--- config.mk ---
export PLATFORM = sky130hd
export DESIGN_NAME = dma_engine
export DESIGN_NICKNAME = d
export VERILOG_FILES = /design/src/rtl/dma_pkg.sv /design/src/rtl/dma_watchdog.sv /design/src/rtl/dma_engine.sv
export SDC_FILE = /design/constraint.sdc
export NUM_CORES = 1
export LEC_CHECK = 0
export ABC_CLOCK_PERIOD_IN_PS = 2100
export CORE_MARGIN = 2
export CORE_UTILIZATION = 48
export CTS_BUF_LIST = sky130_fd_sc_hd__clkbuf_2
export DETAILED_ROUTE_END_ITERATION = 16
export PLACE_DENSITY = 0.82
export SETUP_SLACK_MARGIN = 0.1
export SLEW_MARGIN = 20
export SYNTH_ARGS = -nofsm -noshare
export SYNTH_HDL_FRONTEND = slang
export SYNTH_SLANG_ARGS = --single-unit
--- constraint.sdc ---
create_clock -name clk -period 2.1 [get_ports clk]
set_input_delay 0.525 -clock clk [delete_from_list [all_inputs] [get_ports clk]]
set_output_delay 0.525 -clock clk [all_outputs]
set_load 0.05 [all_outputs]
--- src/rtl/dma_pkg.sv ---
// Shared types and defaults for the block-copy DMA engine.
package dma_pkg;

    typedef enum logic [2:0] {
        IDLE    = 3'd0,
        RD_REQ  = 3'd1,
        RD_WAIT = 3'd2,
        WR_REQ  = 3'd3,
        WR_WAIT = 3'd4,
        DONE    = 3'd5
    } dma_state_t;

    // Default number of cycles to wait for a memory completion.
    localparam int DMA_TIMEOUT_DEFAULT = 255;

endpackage

--- src/rtl/dma_watchdog.sv ---
// Loadable down-counter used to bound the wait for a memory completion.
// expire is high while the count sits at zero; the count saturates there.
module dma_watchdog #(
    parameter int W = 8
) (
    input  logic         clk,
    input  logic         rst_n,
    input  logic         clr,
    input  logic         load,
    input  logic [W-1:0] load_val,
    input  logic         dec,
    output logic         expire
);

    localparam logic [W-1:0] ONE  = W'(32'd1);
    localparam logic [W-1:0] ZERO = W'(32'd0);

    logic [W-1:0] cnt_q;
    logic [W-1:0] cnt_d;

    // Next count: clear wins, then load, then a saturating decrement.
    always_comb begin
        cnt_d = cnt_q;
        if (clr) begin
            cnt_d = ZERO;
        end else if (load) begin
            cnt_d = load_val;
        end else if (dec && (cnt_q != ZERO)) begin
            cnt_d = cnt_q - ONE;
        end else begin
            cnt_d = cnt_q;
        end
    end

    // Count register.
    always_ff @(posedge clk or negedge rst_n) begin
        if (!rst_n) begin
            cnt_q <= ZERO;
        end else begin
            cnt_q <= cnt_d;
        end
    end

    assign expire = (cnt_q == ZERO);

endmodule

--- src/rtl/dma_engine.sv ---
// Block-copy initiator: streams a block as alternating single-word read and
// write requests with exactly one request outstanding at a time.
module dma_engine
    import dma_pkg::*;
#(
    parameter int DATA_WIDTH = 32,
    parameter int ADDR_WIDTH = 16,
    parameter int LEN_WIDTH  = 16,
    parameter int TIMEOUT    = DMA_TIMEOUT_DEFAULT
) (
    input  logic                  clk,
    input  logic                  rst_n,
    input  logic                  start,
    input  logic                  abort,
    input  logic [ADDR_WIDTH-1:0] src_addr,
    input  logic [ADDR_WIDTH-1:0] dst_addr,
    input  logic [LEN_WIDTH-1:0]  len,
    output logic                  busy,
    output logic                  done,
    output logic                  err,
    output logic                  mem_en,
    output logic                  mem_wr_en,
    output logic [ADDR_WIDTH-1:0] mem_addr,
    output logic [DATA_WIDTH-1:0] mem_wdata,
    input  logic [DATA_WIDTH-1:0] mem_rdata,
    input  logic                  mem_valid
);

    localparam int                  WD_W     = $clog2(TIMEOUT + 1);
    localparam logic [WD_W-1:0]     WD_LOAD  = WD_W'(TIMEOUT - 1);
    localparam logic [ADDR_WIDTH-1:0] ADDR_ONE = ADDR_WIDTH'(32'd1);
    localparam logic [LEN_WIDTH-1:0]  LEN_ONE  = LEN_WIDTH'(32'd1);
    localparam logic [LEN_WIDTH-1:0]  LEN_ZERO = LEN_WIDTH'(32'd0);

    dma_state_t            state_q, state_d;
    logic [ADDR_WIDTH-1:0] src_q, src_d;
    logic [ADDR_WIDTH-1:0] dst_q, dst_d;
    logic [LEN_WIDTH-1:0]  cnt_q, cnt_d;
    logic [DATA_WIDTH-1:0] data_q, data_d;
    logic                  err_q, err_d;
    logic                  abort_pend_q, abort_pend_d;
    logic                  busy_q, busy_d;
    logic                  done_q, done_d;
    logic                  mem_en_q, mem_en_d;
    logic                  mem_wr_en_q, mem_wr_en_d;
    logic [ADDR_WIDTH-1:0] mem_addr_q, mem_addr_d;
    logic [DATA_WIDTH-1:0] mem_wdata_q, mem_wdata_d;

    logic wd_clr_s, wd_load_s, wd_dec_s, wd_expire_s;

    dma_watchdog #(.W(WD_W)) u_watchdog (
        .clk      (clk),
        .rst_n    (rst_n),
        .clr      (wd_clr_s),
        .load     (wd_load_s),
        .load_val (WD_LOAD),
        .dec      (wd_dec_s),
        .expire   (wd_expire_s)
    );

    // Next-state, datapath and registered-output values. Outputs are derived
    // from the next state so the request strobe lines up with the REQ state.
    // An abort seen during a wait is remembered until the completion arrives.
    always_comb begin
        state_d      = state_q;
        src_d        = src_q;
        dst_d        = dst_q;
        cnt_d        = cnt_q;
        data_d       = data_q;
        err_d        = err_q;
        abort_pend_d = abort_pend_q;
        done_d       = 1'b0;
        wd_clr_s     = 1'b0;
        wd_load_s    = 1'b0;
        wd_dec_s     = 1'b0;

        case (state_q)
            IDLE: begin
                abort_pend_d = 1'b0;
                wd_clr_s     = 1'b1;
                if (start) begin
                    src_d   = src_addr;
                    dst_d   = dst_addr;
                    cnt_d   = len;
                    err_d   = 1'b0;
                    state_d = (len == LEN_ZERO) ? DONE : RD_REQ;
                end else begin
                    state_d = IDLE;
                end
            end
            RD_REQ: begin
                if (abort) begin
                    state_d = IDLE;
                end else begin
                    wd_load_s = 1'b1;
                    state_d   = RD_WAIT;
                end
            end
            RD_WAIT: begin
                wd_dec_s = 1'b1;
                if (abort) begin
                    abort_pend_d = 1'b1;
                end else begin
                    abort_pend_d = abort_pend_q;
                end
                if (mem_valid) begin
                    data_d  = mem_rdata;
                    state_d = (abort || abort_pend_q) ? IDLE : WR_REQ;
                end else if (wd_expire_s) begin
                    err_d   = 1'b1;
                    state_d = IDLE;
                end else begin
                    state_d = RD_WAIT;
                end
            end
            WR_REQ: begin
                if (abort) begin
                    state_d = IDLE;
                end else begin
                    wd_load_s = 1'b1;
                    state_d   = WR_WAIT;
                end
            end
            WR_WAIT: begin
                wd_dec_s = 1'b1;
                if (abort) begin
                    abort_pend_d = 1'b1;
                end else begin
                    abort_pend_d = abort_pend_q;
                end
                if (mem_valid) begin
                    src_d = src_q + ADDR_ONE;
                    dst_d = dst_q + ADDR_ONE;
                    cnt_d = cnt_q - LEN_ONE;
                    if (abort || abort_pend_q) begin
                        state_d = IDLE;
                    end else if (cnt_q == LEN_ONE) begin
                        done_d  = 1'b1;
                        state_d = DONE;
                    end else begin
                        state_d = RD_REQ;
                    end
                end else if (wd_expire_s) begin
                    err_d   = 1'b1;
                    state_d = IDLE;
                end else begin
                    state_d = WR_WAIT;
                end
            end
            DONE: begin
                // A normal completion already pulsed done on entry; a
                // zero-length transfer pulses it on the way out instead.
                done_d  = ~done_q;
                state_d = IDLE;
            end
            default: begin
                state_d = IDLE;
            end
        endcase

        busy_d      = (state_d != IDLE);
        mem_en_d    = (state_d == RD_REQ) || (state_d == WR_REQ);
        mem_wr_en_d = (state_d == WR_REQ);

        if (state_d == RD_REQ) begin
            mem_addr_d = src_d;
        end else if (state_d == WR_REQ) begin
            mem_addr_d = dst_d;
        end else begin
            mem_addr_d = mem_addr_q;
        end

        if (state_d == WR_REQ) begin
            mem_wdata_d = data_d;
        end else begin
            mem_wdata_d = mem_wdata_q;
        end
    end

    // State, datapath and output registers.
    always_ff @(posedge clk or negedge rst_n) begin
        if (!rst_n) begin
            state_q      <= IDLE;
            src_q        <= '0;
            dst_q        <= '0;
            cnt_q        <= '0;
            data_q       <= '0;
            err_q        <= 1'b0;
            abort_pend_q <= 1'b0;
            busy_q       <= 1'b0;
            done_q       <= 1'b0;
            mem_en_q     <= 1'b0;
            mem_wr_en_q  <= 1'b0;
            mem_addr_q   <= '0;
            mem_wdata_q  <= '0;
        end else begin
            state_q      <= state_d;
            src_q        <= src_d;
            dst_q        <= dst_d;
            cnt_q        <= cnt_d;
            data_q       <= data_d;
            err_q        <= err_d;
            abort_pend_q <= abort_pend_d;
            busy_q       <= busy_d;
            done_q       <= done_d;
            mem_en_q     <= mem_en_d;
            mem_wr_en_q  <= mem_wr_en_d;
            mem_addr_q   <= mem_addr_d;
            mem_wdata_q  <= mem_wdata_d;
        end
    end

    assign busy      = busy_q;
    assign done      = done_q;
    assign err       = err_q;
    assign mem_en    = mem_en_q;
    assign mem_wr_en = mem_wr_en_q;
    assign mem_addr  = mem_addr_q;
    assign mem_wdata = mem_wdata_q;

endmodule

==> flow_summary.toml, run 1 <==
[outcome]
status = "finished, violations left"
violations = "negative setup slack"

[clock_network]
clock_insertion_delay_worst_skew_ns = 0.76
cts.htree.levels = 4
cts_made_buffers = 17
cts_tree = "done"
numClockSinks = 145
clk_pin_slew_ns = 0.28
clk_path_buf_depth = 2
cts_root_buffer = "clkbuf_2"

[setup_path]
cp_data_required_time_ns = 2.74
crit_path_top_delay_cell = "dfrtp_2"
rr_endpoint = "mem_wdata[4]"
crit_path_cell_trace = "buf_6 > or3b_4 > nor2_4 > clkbuf_16 > mux2_4 > nand2_1 > nand2_1"
cp_slowest_stage_delay_ns = 0.52
reg2reg_slack_ns = -0.04
endpoint_kind = "flip-flop"
critPathLaunchType = "flip-flop"
reg2regPathDepth = 7
r2r_start = "state_q[0]"
crit_arrival_ns = 2.78
worstSetupPathType = "flip-flop to flip-flop"
path_max_fanout = 8
cp_common_cell = "nand2_1"

[power_and_ir_drop]
p_sw_share_pct = 45.9
vdd_drop_max_mv = 1.26
comb_power_share_pct = 56.1
p_sw_w = 0.00731
pwr-share-clk_pct = 10.8
leakage_nw = 4.70
cell_internal_pwr_w = 0.00861
p_per_area_nw_per_um2 = 1540
seq_power_share_pct = 33.1

[synth]
synth_area_um2 = 7190
syn-num-nets = 829
synth_top_area_share_pct = 50.5
synthCells = 739
ys_types = 79
synth_seq_cells = 145
synth_flop_cell = "dfrtp_1"
yosysSeqAreaShare_pct = 50.5
synth_common_cells = "dfrtp_1 (145), nand2_1 (145), nor2_1 (51)"
synth_area_leaders = "dfrtp_1 (50%), nand2_1 (7.6%), mux2_2 (3.6%)"
yosysWarnings = 0
avgSynthCellArea_um2 = 9.73
synth_edf_count = 0
synth_top_area_cell = "dfrtp_1"
synthArstFlopShare_pct = 100

[global_routing]
grt_max_degree = 52
grt_pass1_wl_um = 33100
first_global_vias = 6549
track_usage_pct = 26.0
grt_overflow = 0
antenna_found_initial = 1

[timing]
hold_slack_ns = 0.241
rsz0062_at_grt = "true"
skew_ns = 0.0474
fin_crit_sh_pct = 102
fin_crit_ns = 2.14
setup_viol = 16
slew_headroom_pct = 63.5
finalHoldViolations = 0
drv_slew = 0
worstMarginPinSlew_ns = 0.548
layout_setup_ws_ns = -0.0356
fmax_ghz = 0.468

[die]
dieArea_um2 = 16000
pin_count = 138
start_util_pct = 49.3
die_w_um = 126
rows = 44
dieHeight_um = 126
core_um2 = 14600

[final_layout]
stdcell_area_um2 = 10400
multi_input_area_um2 = 3630
final.fill_count = 1015
final_layout_size_suffix_gt1_share_pct = 32.9
syn2layout_area_growth_pct = 44.0
seqCellArea_um2 = 3630
layout.nets = 1077
finalNonFillerCells = 1185

[drt]
drt_iter0_drc = 593
route.detailed.drc = 0
routed_wirelength_um = 21900
drtAntennaViolNets = 0
avgRoutedWirePerCell_um = 18.5
drt_first_pass_iters = 8
vias = 6919
routed_via_density = 5.84

[place]
portBuffers = 137
place_congestion = 0.917
place_inst = 1113
pre_cts_slack_ns = -0.479
place_area_um2 = 9370
dp_hpwl_um = 14400

[hold_path]
hold_path.class = "primary input to asynchronous set/reset pin"

[flow_run]
cap_violations = 0
cell usage in the layout (no fill, tap or decap), types with 6 or more instances in the layout:
cell / instances
dfrtp_1: 142
mux2_4: 33
nand4_1: 10
nand2_1: 109
inv_1: 18
o22ai_1: 8
buf_4: 125
or3_1: 8
a22oi_1: 8
o21ai_0: 18
nor3_1: 18
nor4_1: 14
a21oi_1: 43
inv_8: 6
clkdlybuf4s50_1: 83
mux2i_1: 7
buf_12: 9
nor2_1: 50
a221o_1: 17
o21ai_1: 12
xor2_1: 7
nand3_1: 19
and3_1: 8
clkbuf_4: 10
clkbuf_2: 17
nand2_2: 35
buf_6: 35
a31oi_1: 11
layer usage:
layer / track usage (%) / vias up / wire length [um]
li1: - / 3177 / -
met1: 35.3 / 3368 / 9150
met2: 41.1 / 307 / 10500
met3: 5.40 / 67 / 1380
met4: 10.0 / 0 / 833
met5: 0 / - / 0
state kept, by name (all words and copies together), names as in the netlist:
signal / count
data_q: 32
mem_wdata: 32
cnt_q: 16
dst_q: 16
mem_addr: 16
src_q: 16
u_watchdog.cnt_q: 8
state_q: 3
abort_pend_q: 1
busy: 1
done: 1
err: 1
mem_en: 1
mem_wr_en: 1
per-stage QoR:
step                power (W)  setup TNS [ns]  util, %
CTS                    0.0145               0     66.1
global route           0.0168           -1.56     71.0
floorplan             0.00984               0        -
finish                 0.0159          -0.274     71.0
global placement       0.0125          -23.74     64.3
detailed placement     0.0127          -26.55     64.3
repair_timing:
item | in CTS | in global routing
buffers inserted | 11 | 22
pin swaps | 12 | 24
cloned | 2 | 3
endpoints found under the setup margin | 100 | 113
hold endpoints to repair | 48 | 0
hold buffers | 1 | 0
gates resized for setup | 237 | 183
cell families (layout without fill, tap and decap cells):
kind of cell	count (synthesis)	in the layout	synth area share, %
and+or+nand+nor	310	311	21.2
AOI/OAI and AO/OA	165	165	15.9
DFF	145	145	50.5
buffers and inverters	61	321	3.81
muxes	42	42	6.45
xor gates and xnor gates	11	11	1.34
adders and majority gates	5	5	0.870
other	0	1	0
how the worst max path moves through the flow:
stage	endpoint	slack [ns]	depth (start not counted)	start
after floorplan	mem_addr[15]	0.006	7	start
after global placement	mem_addr[10]	-0.44	7	mem_valid
after detailed placement	mem_addr[10]	-0.48	7	mem_valid
after CTS	mem_addr[3]	0.007	8	u_watchdog.cnt_q[0]
after global routing	mem_addr[5]	-0.08	7	state_q[1]
final	mem_wdata[4]	-0.04	7	state_q[0]
power by group through the flow:
stage	clock [W]	combinational, W	sequential (W)
global route	0.00186	0.00951	0.00542
CTS	0.00174	0.00761	0.00513
global placement	0	0.00736	0.00515
detailed placement	0	0.00754	0.00519
finish	0.00172	0.00893	0.00528
floorplan	0	0.00333	0.00651
layout make-up:
cell class,count,area share [%]
Multi-Input combinational cell,534,35.1
Antenna cell,1,0.0242
Tap cell,184,2.22
Clock buffer,17,0.821
Inverter,20,0.773
Timing Repair Buffer,269,24.4
Sequential cell,145,35.1
Clock inverter,15,1.63
critical path: cells and delay by family (launching register included):
| kind | cells | cell delay (ns) |
|---|---|---|
| muxes | 1 | 0.31 |
| buffers and inverters | 2 | 0.39 |
| and+or+nand+nor | 4 | 0.80 |
| DFF | 1 | 0.52 |
No activity file was read; power rests on OpenSTA's default activity.
==> run 2: changes to the inputs <==
--- a/config.mk
+++ b/config.mk
@@ -5,7 +5,7 @@
 export SDC_FILE = /design/constraint.sdc
 export NUM_CORES = 1
 export LEC_CHECK = 0
-export ABC_CLOCK_PERIOD_IN_PS = 2100
+export ABC_CLOCK_PERIOD_IN_PS = 2200
 export CORE_MARGIN = 2
 export CORE_UTILIZATION = 48
 export CTS_BUF_LIST = sky130_fd_sc_hd__clkbuf_2
==> constraint.sdc (replaced) <==
create_clock -name clk -period 2.2 [get_ports clk]
set_input_delay 0.55 -clock clk [delete_from_list [all_inputs] [get_ports clk]]
set_output_delay 0.55 -clock clk [all_outputs]
set_load 0.05 [all_outputs]
==> run 2 against run 1 <==
The run now ends clean. Fmax increased by 0.58%. Register-to-register slack improved by 0.11 ns. Die area unchanged. Via count decreased by 3.8%. Global-route usage decreased by 0.24 points. Critical path depth decreased by 2. Clock power about the same. Worst hold slack got worse by 0.032 ns. Cell area decreased by 7.2%. Critical path type unchanged. Highest routed layer unchanged.
==> flow_summary.toml, run 2 (synthesis results as in run 1) <==
[die]
pin_count = 138
core_um2 = 14600
rows = 44
dieArea_um2 = 16000
dieHeight_um = 126
start_util_pct = 49.3
die_w_um = 126

[clock_network]
clk_path_buf_depth = 2
cts.htree.levels = 4
cts_root_buffer = "clkbuf_2"
numClockSinks = 145
clk_pin_slew_ns = 0.29
cts_tree = "done"
cts_made_buffers = 17
clock_insertion_delay_worst_skew_ns = 0.77

[drt]
avgRoutedWirePerCell_um = 17.5
vias = 6654
routed_wirelength_um = 20200
drt_iter0_drc = 474
route.detailed.drc = 0
drtAntennaViolNets = 0
drt_first_pass_iters = 6
routed_via_density = 5.76

[setup_path]
crit_path_top_delay_cell = "or4b_4"
cp_data_required_time_ns = 2.84
path_max_fanout = 6
critPathLaunchType = "flip-flop"
crit_path_cell_trace = "buf_4 > or4b_4 > o22a_4 > and2_4 > a221o_1"
cp_slowest_stage_delay_ns = 0.59
cp-startpoint = "state_q[0]"
endpoint_kind = "flip-flop"
crit_arrival_ns = 2.76
r2r_start = "state_q[0]"
worstSetupPathType = "flip-flop to flip-flop"

[global_routing]
grt_max_degree = 43
grt_overflow = 0
track_usage_pct = 25.7
first_global_vias = 6369
grt_pass1_wl_um = 32700
antenna_found_initial = 1

[final_layout]
final.fill_count = 1136
syn2layout_area_growth_pct = 33.7
layout_commonest_cell = "nand2_1"
finalNonFillerCells = 1156
multi_input_area_um2 = 3370
fin_util_pct = 65.9
layout.nets = 1048
final_layout_size_suffix_gt1_share_pct = 25.3
final_cell_mix = "nand2_1 (144), dfrtp_1 (141), buf_4 (99)"
seqCellArea_um2 = 3630

[timing]
drv_slew = 0
fmax_ghz = 0.471
rsz0062_at_grt = "true"
fin_crit_ns = 2.12
skew_ns = 0.0512
setup_viol = 0
fin_crit_sh_pct = 96.5
slew_headroom_pct = 63.3
finalHoldViolations = 0
worstMarginPinSlew_ns = 0.549

[power_and_ir_drop]
p_per_area_nw_per_um2 = 1430
leakage_nw = 4.37
power_w = 0.0138
vdd_drop_max_mv = 1.14

[hold_path]
hold_path.class = "primary input to asynchronous set/reset pin"

[place]
place_congestion = 0.954
portBuffers = 137
place_inst = 1110
dp_hpwl_um = 14300

[flow_run]
cap_violations = 0

[outcome]
status = "complete, no violations"
-- run 2: cell count changes in the layout (fill, tap and decap cells not counted), sizes merged --
cell / previous run / this run
buf: 172 / 141
clkbuf: 30 / 32
clkinvlp: 2 / 1
inv: 28 / 29
-- run 2: cell type report --
class	instances	share of cell area, %
flip-flops and latches	145	37.8
multi-input cells	534	35.0
repair buffers	240	21.1
well taps	184	2.39
clock inverters	15	1.99
clock buffers	17	0.885
inverters	20	0.781
diodes	1	0.0260
-- run 2: path summary, 6_finish.rpt --
check / cells past startpoint / end / slack, ns
hold / removal: 2 / cnt_q[5] / 0.21
max in group asynchronous: 3 / data_q[1] / 1.33
hold reg to reg: 2 / mem_wdata[18] / 0.51
min in group clk: 3 / dst_q[6] / 0.39
setup reg to reg: 5 / mem_addr[6] / 0.08
setup / recovery: 5 / mem_addr[6] / 0.08
-- run 2: report_power, final --
group / internal, W / switching (W) / total (W)
Sequential: 0.00392 / 0.00102 / 0.00494
Clock: 0.000498 / 0.00119 / 0.00169
Combinational: 0.00280 / 0.00434 / 0.00714
Total: 0.00722 / 0.00655 / 0.0138
-- run 2: stage by stage --
| step | hold slack (ns) | setup WS, ns | setup TNS, ns | cell area, um2 |
|---|---|---|---|---|
| floorplan | 0.254 | 0.0812 | 0 | 7210 |
| global placement | 0.458 | -0.378 | -17.12 | 9370 |
| detailed placement | 0.461 | -0.421 | -20.05 | 9370 |
| CTS | 0.168 | 0.0127 | 0 | 9470 |
| global route | 0.170 | 0.0513 | 0 | 9610 |
| finish | 0.209 | 0.0767 | 0 | 9610 |
-- run 2: worst max-delay path, delay by kind of cell (launching register included) --
kind                   cells  cell delay [ns]
buffers and inverters      1             0.17
DFF                        1             0.51
and+or+nand+nor            2             0.79
AOI/OAI and AO/OA          2             0.55
-- run 2: what timing repair did --
action	in CTS	in global routing
hold endpoints to repair	41	0
gates resized for setup	262	45
hold buffers	1	0
setup buffers	3	8
endpoints found under the setup margin	68	41
gates cloned	1	0
pin swaps	2	8
-- run 2: layer usage --
layer	global-route usage (%)	routed length [um]	vias up
met4	8.08	451	0
li1	-	-	3118
met5	0	0	-
met3	5.74	1290	47
met1	35.7	8870	3222
met2	40.4	9570	267
==> run 3: changes to the inputs <==
--- a/config.mk
+++ b/config.mk
@@ -9,8 +9,10 @@
 export CORE_MARGIN = 2
 export CORE_UTILIZATION = 48
 export CTS_BUF_LIST = sky130_fd_sc_hd__clkbuf_2
+export CTS_CLUSTER_SIZE = 40
 export DETAILED_ROUTE_END_ITERATION = 16
-export PLACE_DENSITY = 0.82
+export MAX_ROUTING_LAYER = met4
+export PLACE_DENSITY = 0.72
 export SETUP_SLACK_MARGIN = 0.1
 export SLEW_MARGIN = 20
 export SYNTH_ARGS = -nofsm -noshare
==> run 3 against run 2 <==
Non-clock buffer count grew 14. Die area did not move. Largest power group unchanged. Power is 0.36% lower. Final cell count rose by 1.1%.
==> flow_summary.toml, run 3 (synthesis results as in run 1) <==
[outcome]
status = "complete, no violations"

[final_layout]
stdcell_area_um2 = 9610
final_cell_mix = "dfrtp_1 (145), nand2_1 (144), buf_4 (109)"
multi_input_area_um2 = 3370
n_antenna_cell = 0
final.fill_count = 1213
layout.nets = 1062
layout_commonest_cell = "dfrtp_1"
final_layout_size_suffix_gt1_share_pct = 25.7
seqCellArea_um2 = 3630
syn2layout_area_growth_pct = 33.7

[place]
dp_hpwl_um = 15400
place_area_um2 = 9500
place_congestion = 0.911
pre_cts_slack_ns = -0.433
portBuffers = 137

[power_and_ir_drop]
vdd_drop_max_mv = 1.15
leakage_nw = 4.41
p_per_area_nw_per_um2 = 1430

[hold_path]
hold_path.class = "primary input to asynchronous set/reset pin"

[setup_path]
crit_arrival_ns = 2.73
crit_path_top_delay_cell = "or4b_4"
endpoint_kind = "flip-flop"
path_max_fanout = 13
worstSetupPathType = "flip-flop to flip-flop"
path_buf_inv = 1
cp_data_required_time_ns = 2.82
critPathLaunchType = "flip-flop"
cp_slowest_stage_delay_ns = 0.58
crit_path_cell_trace = "buf_12 > or4b_4 > nand2_1 > a21oi_1 > a211o_1 > a221o_1"
critical-path-top-delay-family = "simple AND/OR/NAND/NOR gates"

[timing]
skew_ns = 0.0371
drv_slew = 0
rsz0062_at_grt = "true"
fin_crit_ns = 2.11
finalHoldViolations = 0
setup_viol = 0
fin_crit_sh_pct = 95.9
slew_headroom_pct = 57.3
worstMarginPinSlew_ns = 0.634
layout_setup_ws_ns = 0.0900
fmax_ghz = 0.474

[drt]
routed_wirelength_um = 21400
avgRoutedWirePerCell_um = 18.3
drt_iter0_drc = 573
routed_via_density = 5.77
vias = 6740
route.detailed.drc = 0
drtAntennaViolNets = 0
drt_first_pass_iters = 5

[die]
start_util_pct = 49.3
dieArea_um2 = 16000
core_um2 = 14600
dieHeight_um = 126
die_w_um = 126
pin_count = 138
rows = 44

[global_routing]
grt_overflow = 0
first_global_vias = 6835
grt_max_degree = 53
antenna_found_initial = 0
grt_pass1_wl_um = 34300
track_usage_pct = 27.7

[clock_network]
clk_path_buf_depth = 2
numClockSinks = 145
cts_tree = "done"
clock_insertion_delay_worst_skew_ns = 0.74
cts_root_buffer = "clkbuf_2"
clk_pin_slew_ns = 0.24
cts.htree.levels = 4
cts_made_buffers = 17

[flow_run]
cap_violations = 0
==> run 3: per-stage QoR <==
| step | total power (W) | cells | TNS [ns] | utilization, % | hold slack [ns] |
|---|---|---|---|---|---|
| after floorplan | 0.00940 | 739 | 0 | - | 0.254 |
| after global placement | 0.0121 | 1129 | -20.11 | 65.1 | 0.457 |
| after detailed placement | 0.0124 | 1129 | -19.56 | 65.1 | 0.463 |
| after CTS | 0.0136 | 1163 | 0 | 65.9 | 0.275 |
| after global routing | 0.0146 | 1169 | 0 | 65.9 | 0.251 |
| final | 0.0137 | 1169 | 0 | 65.9 | 0.295 |
==> run 3: worst paths after layout <==
kind,start,to,slack [ns],depth (start not counted)
min,rst_n,abort_pend_q,0.29,2
min reg2reg,mem_wdata[17],mem_wdata[17],0.51,2
max reg2reg,state_q[1],mem_addr[15],0.09,6
max,state_q[1],mem_addr[15],0.09,6
max in group asynchronous,rst_n,dst_q[5],1.24,3
min in group clk,dst_addr[4],dst_q[4],0.36,3
==> run 3: power breakdown <==
part / total, W / leakage [nW] / internal [W] / switching [W]
combinational: 0.00734 / 2.49 / 0.00289 / 0.00445
sequential: 0.00489 / 1.79 / 0.00392 / 0.000978
clock: 0.00149 / 0.131 / 0.000431 / 0.00106
total: 0.0137 / 4.41 / 0.00723 / 0.00648
==> run 3: cell type report <==
type	instances	area share, %
Inverter	20	0.781
Multi-Input combinational cell	534	35.1
Tap cell	184	2.39
Sequential cell	145	37.7
Timing Repair Buffer	254	21.7
Clock inverter	14	1.34
Clock buffer	18	0.937
==> run 3: routing by layer <==
layer,global-route usage (%),share of wire [%],vias to the layer above
met3,7.72,7.0,35
met5,-,0,-
met4,8.47,1.8,0
met1,34.6,43,3296
met2,44.2,48,258
li1,-,-,3151
==> run 3: what timing repair did <==
item,in CTS,in global routing
cloned,0,2
gates resized for setup,225,56
endpoints found under the hold margin,47,0
pin swaps,0,5
endpoints found under the setup margin,64,74
hold buffers,1,0
setup buffers,1,4
